**config.mk**
```make
export PLATFORM = sky130hd
export DESIGN_NAME = rr_arbiter16
export DESIGN_NICKNAME = d
export VERILOG_FILES = /design/src/rtl/rr_arbiter16.sv
export SDC_FILE = /design/constraint.sdc
export NUM_CORES = 1
export LEC_CHECK = 0
export BUFFER_PORTS_ARGS = -buffer_cell sky130_fd_sc_hd__buf_2
export CORE_MARGIN = 2
export CORE_UTILIZATION = 62
export CTS_CLUSTER_SIZE = 25
export DETAILED_ROUTE_END_ITERATION = 8
export GPL_TIMING_DRIVEN = 0
export PLACE_DENSITY_LB_ADDON = 0.3
export SYNTH_ARGS = -nofsm -noshare
export SYNTH_HDL_FRONTEND = slang
export SYNTH_SLANG_ARGS = --single-unit
```
**constraint.sdc**
```tcl
create_clock -name clk -period 11.86 [get_ports clk]
set_input_delay 0.593 -clock clk [delete_from_list [all_inputs] [get_ports clk]]
set_output_delay 0.593 -clock clk [all_outputs]
set_load 0.005 [all_outputs]
```
**src/rtl/rr_arbiter16.sv**
```systemverilog
// rr_arbiter16 -- sixteen-requester round-robin arbiter with a hold-time limit.
//
// Shares one downstream resource among requesters 0..15. The request vector
// is rotated so that the current priority pointer lands at bit 0. A 16-to-4
// priority encode of the rotated vector then finds the winner. One grant is
// issued at a time and is held until the holder releases it, or until the
// hold-time limit forces it off.
//
// Ports
//   clk        in   1   rising-edge clock
//   rst_n      in   1   asynchronous active-low reset
//   en         in   1   arbiter enable; dropping it ends an active grant
//   req        in  16   request vector, bit i = requester i
//   rel        in   1   release strobe from the current holder
//   gnt_valid  out  1   a grant is active
//   gnt_idx    out  4   index of the granted requester (kept after grant end)
//   gnt        out 16   one-hot grant, zero when gnt_valid=0
//   ptr        out  4   highest-priority index for the next arbitration
//   timeout    out  1   one-cycle pulse when the hold limit ends a grant
//
// Parameter
//   MAX_HOLD   maximum cycles a grant may stay asserted (1..255), 0 = no limit
module rr_arbiter16 #(
  parameter int unsigned MAX_HOLD = 8
) (
  input  logic        clk,
  input  logic        rst_n,
  input  logic        en,
  input  logic [15:0] req,
  input  logic        rel,
  output logic        gnt_valid,
  output logic [3:0]  gnt_idx,
  output logic [15:0] gnt,
  output logic [3:0]  ptr,
  output logic        timeout
);

  localparam logic [7:0] HOLD_LIM = 8'(MAX_HOLD);
  localparam bit         HOLD_EN  = (MAX_HOLD != 0);

  typedef enum logic {
    IDLE  = 1'b0,
    GRANT = 1'b1
  } state_e;

  // Index of the lowest set bit. The result is 0 when the vector is empty,
  // so callers qualify it with a separate any-request flag.
  function automatic logic [3:0] prio_enc16(input logic [15:0] v);
    logic [3:0] idx;
    idx = 4'd0;
    for (int i = 15; i >= 0; i--) begin
      if (v[i]) idx = 4'(i);
    end
    return idx;
  endfunction

  state_e      state_q, state_d;
  logic        gnt_valid_q, gnt_valid_d;
  logic [3:0]  gnt_idx_q, gnt_idx_d;
  logic [15:0] gnt_q, gnt_d;
  logic [3:0]  ptr_q, ptr_d;
  logic        timeout_q, timeout_d;
  logic [7:0]  hold_q, hold_d;

  // Rotate the request vector so requester ptr sits at bit 0. Bit j of
  // req_rot is then requester (ptr+j) mod 16. The first set bit of req_rot
  // is therefore the first requester found when the search starts at ptr.
  logic [31:0] req_dbl;
  logic [15:0] req_rot;
  logic [3:0]  rot_win;
  logic [3:0]  pick_idx;
  logic        any_req;

  assign req_dbl  = {req, req} >> ptr_q;
  assign req_rot  = req_dbl[15:0];
  assign rot_win  = prio_enc16(req_rot);
  assign pick_idx = ptr_q + rot_win;   // 4-bit add wraps mod 16
  assign any_req  = |req;

  // Grant-end causes. A release-type cause takes precedence over the limit
  // for the timeout flag, so the limit pulse fires only when nothing else
  // ended the grant.
  logic rel_cause;
  logic limit_hit;

  assign rel_cause = rel | ~req[gnt_idx_q] | ~en;
  assign limit_hit = HOLD_EN && (hold_q == HOLD_LIM);

  always_comb begin
    state_d     = state_q;
    gnt_valid_d = gnt_valid_q;
    gnt_idx_d   = gnt_idx_q;
    gnt_d       = gnt_q;
    ptr_d       = ptr_q;
    timeout_d   = 1'b0;
    hold_d      = hold_q;

    case (state_q)
      IDLE: begin
        if (en && any_req) begin
          state_d     = GRANT;
          gnt_valid_d = 1'b1;
          gnt_idx_d   = pick_idx;
          gnt_d       = 16'h0001 << pick_idx;
          hold_d      = 8'd1;
        end
      end
      GRANT: begin
        if (rel_cause || limit_hit) begin
          state_d     = IDLE;
          gnt_valid_d = 1'b0;
          gnt_d       = 16'h0000;
          ptr_d       = gnt_idx_q + 4'd1;
          timeout_d   = limit_hit && !rel_cause;
        end else if (hold_q != 8'hFF) begin
          // The counter saturates, which only matters when there is no limit.
          hold_d = hold_q + 8'd1;
        end
      end
      default: begin
        state_d = IDLE;
      end
    endcase
  end

  always_ff @(posedge clk or negedge rst_n) begin
    if (!rst_n) begin
      state_q     <= IDLE;
      gnt_valid_q <= 1'b0;
      gnt_idx_q   <= 4'd0;
      gnt_q       <= 16'h0000;
      ptr_q       <= 4'd0;
      timeout_q   <= 1'b0;
      hold_q      <= 8'd0;
    end else begin
      state_q     <= state_d;
      gnt_valid_q <= gnt_valid_d;
      gnt_idx_q   <= gnt_idx_d;
      gnt_q       <= gnt_d;
      ptr_q       <= ptr_d;
      timeout_q   <= timeout_d;
      hold_q      <= hold_d;
    end
  end

  assign gnt_valid = gnt_valid_q;
  assign gnt_idx   = gnt_idx_q;
  assign gnt       = gnt_q;
  assign ptr       = ptr_q;
  assign timeout   = timeout_q;

endmodule

```
# [Word-level counts from Yosys, hierarchy flattened]
# Index checks and enable logic that the tools add are counted.
[word_totals] elab_cells=66 register_bits=35 output_inout_bits=26 in_bits=20
[classes] n_eq_ne=6 bitwise=5 n_addsub=3 order_cmp=1 reduce_logical=9 n_shift=2 muxes=33
[op_table] cell="4-bit 2-to-1 mux" n=16
[op_table] cell="16-bit 2-to-1 mux" n=2
[op_table] cell="16-bit case mux with 2 select lines" n=1
[op_table] cell="32-bit by 4-bit >> shifter with 16-bit output" n=1
[op_table] cell="8-bit 2-to-1 mux" n=3
[op_table] cell="8-bit case mux with 2 select lines" n=1
[op_table] cell="16-bit OR reduction" n=1
[op_table] cell="1-bit by 4-bit left shift with 16-bit output, first input constant" n=1
[op_table] cell="8-bit by 1-bit adder with 8-bit output, second input constant" n=1
[op_table] cell="8-bit by 4-bit == test with 1-bit output, second input constant" n=1
[op_table] cell="8-bit != test, second input constant" n=1
[op_table] cell="1-bit 2-to-1 mux" n=7
[op_table] cell="2-bit AND reduction" n=3
[op_table] cell="4-bit by 5-bit < comparator with 1-bit output, second input constant" n=1
[op_table] cell="4-bit by 1-bit adder with 4-bit output, second input constant" n=1
[op_table] cell="4-bit adder" n=1
[op_table] cell="1-bit binary-select mux with 4-bit select" n=1
[op_table] cell="2-bit by 1-bit != test with 1-bit output, second input constant" n=2
[op_table] cell="2-bit != test, second input constant" n=2
[op_table] cell="1-bit case mux with 2 select lines" n=2
[op_table] cell="1-bit NOT" n=3
[op_table] cell="3-bit AND reduction" n=1
[op_table] cell="1-bit logical AND" n=2
[op_table] cell="1-bit bitwise OR" n=2
[op_table] cell="other kinds (2)" n=2

# [Longest topological paths before layout]
[depth] depth_word=21 ltp_mapped=17 ltp_nobuf=14

# [Worst setup path before layout]
# No wires, ideal clock.
[synth_timing] kind="register to register" start="reg ptr_q[3] (netlist: ptr[3])" end="reg gnt_q[8] (netlist: gnt[8])" required_ns=11.738 period_less_slack_ns=4.087 setup_ns=0.122 n_path_buf=3 t_arrival_ns=3.965 setup_slack_ns=7.773 path_stages_with_launch=17 cell_sequence="dfrtp_1 -> buf_1 -> clkbuf_1 -> mux4_2 -> mux4_2 -> nand2b_1 -> a21boi_0 -> a211o_1 -> o31ai_1 -> a21oi_1 -> ha_1 -> inv_1 -> fa_1 -> xor2_1 -> and2_1 -> buf_1 -> a32o_1"
[synth_between] elab_chain_len=21
[synth_rtl] element="start, declared" line_no="61" rtl="logic [3:0] ptr_q, ptr_d;"
[synth_rtl] element="start signal, assigned" line_no="140" rtl="ptr_q <= ptr_d;"
[synth_rtl] element="32-bit by 4-bit >> shifter with 16-bit output" line_no="74" rtl="assign req_dbl = {req, req} >> ptr_q;"
[synth_rtl] element="4-bit 2-to-1 mux (16 in series)" line_no="52" rtl="if (v[i]) idx = 4'(i);"
[synth_rtl] element="4-bit adder *" line_no="77" rtl="assign pick_idx = ptr_q + rot_win;"
[synth_rtl] element="1-bit by 4-bit left shift with 16-bit output *" line_no="104" rtl="gnt_d = 16'h0001 << pick_idx;"
[synth_rtl] element="16-bit 2-to-1 mux *" line_no="100" rtl="if (en && any_req) begin"
[synth_rtl] element="16-bit case mux with 2 select lines *" line_no="98" rtl="case (state_q)"
[synth_rtl] element="end signal, assigned" line_no="139" rtl="gnt_q <= gnt_d;"
[synth_rtl] element="end, declared" line_no="60" rtl="logic [15:0] gnt_q, gnt_d;"
# Every way passes the cells marked *; elsewhere a longest branch is shown, timed or not. The select of a mux whose other input is x is not followed.
# A chain may end at the register's enable or synchronous reset.

# [Final worst setup path]
[layout_timing] start="reg ptr_q[3] (netlist: ptr[3])" end="reg gnt_q[6] (netlist: gnt[6])"
# The elaborated chain is that of the path after synthesis.

==> results.py <==
metrics = {
    "layout": {
        "final_cell_mix": "buf_2, nand2_1, dfrtp_1",
        "insertedDiodeCount": 0,
        "finalNetCount": 378,
        "layout-drive-gt1-share_pct": 28.4,
        "fillers": 323,
        "final_common_cell": "buf_2",
        "syn_to_final_growth_pct": 13.9,
    },
    "worst_setup_path": {
        "worstRegToRegCells": 16,
        "critPathLaunch": "ptr[3]",
        "r2r_start": "ptr[3]",
        "criticalPathCategory": "reg2reg",
        "cp.required_ns": 12.07,
        "path_cells": "buf_1, clkbuf_1, mux4_2, mux4_2, nand2b_1, a21boi_0, a211o_1, o31ai_1, a21oi_1, ha_1, inv_1, fa_1, xor2_1, nor2_1, nand2_1, o21ai_1",
        "cp-end-kind": "flip-flop",
        "critPathMaxStageDelay_ns": 0.50,
        "crit_path_max_fanout": 10,
        "cp-start-kind": "flip-flop",
        "critPathArrivalTime_ns": 5.11,
        "critical_path.slowest_cell": "clkbuf_1",
        "crit_top_cell": "mux4_2",
    },
    "sta": {
        "min_period_ns": 4.89,
        "setup_tns_ns": 0,
        "max-slew-margin-rel_pct": 50.1,
        "drv_slew": 0,
        "hold_violations": 0,
        "post-route-period-util_pct": 41.2,
        "setup_viol": 0,
        "clock.fmax_ghz": 0.204,
        "skew_ns": 0.00375,
        "rsz0062_at_grt": "false",
        "worst_slew_pin_slew_ns": 0.749,
    },
    "synth": {
        "yosysTopAreaCell": "dfrtp_1",
        "async_flop_share_pct": 100,
        "synth_edf_count": 0,
        "syn_area_um2": 2930,
        "yosys_warnings": 0,
        "ys_seq_area_share_pct": 29.9,
        "ys_top_cells_by_area": "dfrtp_1, mux4_2, mux2_2",
        "synth_top_area_share_pct": 29.9,
        "ys_seq_elements": 35,
        "postSynthCellCount": 299,
        "syn_nets": 326,
        "yosys.cell_types.count": 57,
        "avgSynthCellArea_um2": 9.78,
        "ys.flop_type": "dfrtp_1",
    },
    "routing": {
        "drtPass1Iterations": 4,
        "drt_iter0_markers": 252,
        "viasPerCell": 6.61,
        "routedWlPerCell_um": 18.4,
        "final_antenna_net_count": 0,
        "num_vias": 2669,
        "drcViolationCount": 0,
        "wirelength_um": 7450,
    },
    "cts": {
        "cts_tree": "done",
        "cts_max_level": 2,
        "insertion_delay_ns": 0.29,
        "cts_resized": 0,
        "hold_buffers": 0,
        "clkTransAtPathRegs_ns": 0.07,
        "cts_buffers": 5,
        "cts_sinks": 35,
        "ctsRootBufferMaster": "clkbuf_8",
        "cts_buffer_depth": 2,
        "postCtsSetupRepairBufs": 0,
    },
    "floorplan": {
        "dieWidth_um": 72.7,
        "row_count": 24,
        "die-area_um2": 5280,
        "io_pins": 46,
        "die_h_um": 72.7,
        "start_util_pct": 65.8,
        "core_um2": 4440,
    },
    "global_route": {
        "antenna_found_initial": 0,
        "gr-total-overflow": 0,
        "grt_pass1_vias": 2498,
        "grt_first_pass_wirelength_um": 12200,
        "grt_max_degree": 36,
        "grt_usage_pct": 30.0,
    },
    "placement": {
        "io_buffers": 45,
        "gp_congestion": 0.942,
        "dp_hpwl_um": 5580,
    },
    "hold_path": {
        "hold_class": "in2async",
    },
    "outcome": {
        "status": "complete, no violations",
    },
    "power_and_ir_drop": {
        "finalPower_mw": 0.974,
        "leakage_nw": 1.47,
        "peakVddDrop_uv": 149,
        "power_density_nw_per_um2": 292,
    },
    "flow_run": {
        "maxCapViolations": 0,
    },
}
[layer usage]
| layer | wire length, um | vias to the layer above | global-route usage (%) |
|---|---|---|---|
| met2 | 3690 | 117 | 47.4 |
| met5 | 0 | - | 0 |
| met1 | 3150 | 1311 | 44.2 |
| met4 | 73 | 0 | 7.00 |
| met3 | 538 | 11 | 4.42 |
| li1 | - | 1230 | - |
[per-stage QoR]
step	setup WS (ns)	util (%)	cells	hold slack [ns]	instance area (um^2)
finish	6.97	75.0	404	0.367	3330
global route	6.68	75.0	404	0.432	3330
CTS	7.03	75.0	404	0.401	3330
detailed placement	7.07	72.4	396	0.470	3220
global placement	7.17	72.4	396	0.464	3220
floorplan	7.77	-	299	0.297	2930
[Yosys cell counts (2+ instances only)]
cell and instances:
and2_1 4, xor2_1 8, nor2_1 20, or3_1 2, inv_1 5, nand2_1 44, a31oi_1 2, mux4_2 23
o211ai_1 2, dfrtp_1 35, buf_1 4, nor3_1 5, buf_6 2, nand4_1 2, o21ai_0 7, o21ai_1 8
nand3_1 12, mux2_2 15, clkbuf_1 10, ha_1 6, xnor2_1 2, nor4_1 4, and3_1 2, a32o_1 8
or2_2 2, a21boi_0 5, mux2i_1 8, a21o_1 3, nand2b_1 4, o2111ai_1 2, nor2b_1 4, a21oi_1 14
[path summary, 6_finish.rpt]
kind	endpoint	slack [ns]
max in group asynchronous	hold_q[1]	11.02
worst max register to register	gnt[6]	6.97
min in group clk	gnt[3]	0.48
worst max-delay path	gnt[6]	6.97
worst min-delay path	gnt[1]	0.37
worst min register to register	gnt[3]	0.48
[state kept, by name, summed over array words and instances, names as in the netlist]
signal and cells:
timeout 1, gnt_idx 4, hold_q 8, gnt 16
state_q 1, gnt_valid 1, ptr 4
[worst max-delay path, delay by kind of cell, from the launching register on]
kind	cells	cell delay (ns)
AO/OA/AOI/OAI	5	0.99
buffers and inverters	3	0.98
adder cells (fa/ha/maj)	2	0.59
XOR/XNOR	1	0.16
multiplexers	2	0.90
flip-flops	1	0.44
AND/OR/NAND/NOR	3	0.76
[cells by family after synthesis]
family / after synthesis / share of synthesized area [%]
buf+inv: 24 / 3.64
mux: 46 / 26.2
compound gates: 63 / 14.9
simple gates: 113 / 18.5
flops: 35 / 29.9
fa+ha+maj: 7 / 3.25
xor+xnor: 11 / 3.55
[cell type report]
cell class	instances	area [um^2]	area share, %
clock inverter	2	35.0	1.05
clock buffer	6	82.6	2.48
sequential	35	876	26.3
buffer	17	80.1	2.40
timing repair buffer	45	225	6.76
tap	52	65.1	1.95
multi-input combinational	240	1940	58.3
inverter	7	26.3	0.788
[power by group]
group | leakage, nW | switching, mW | internal, mW
Clock | 0.0612 | 0.0436 | 0.0680
Sequential | 0.463 | 0.0329 | 0.157
Combinational | 0.944 | 0.385 | 0.288
No activity file was read; power rests on OpenSTA's default activity.
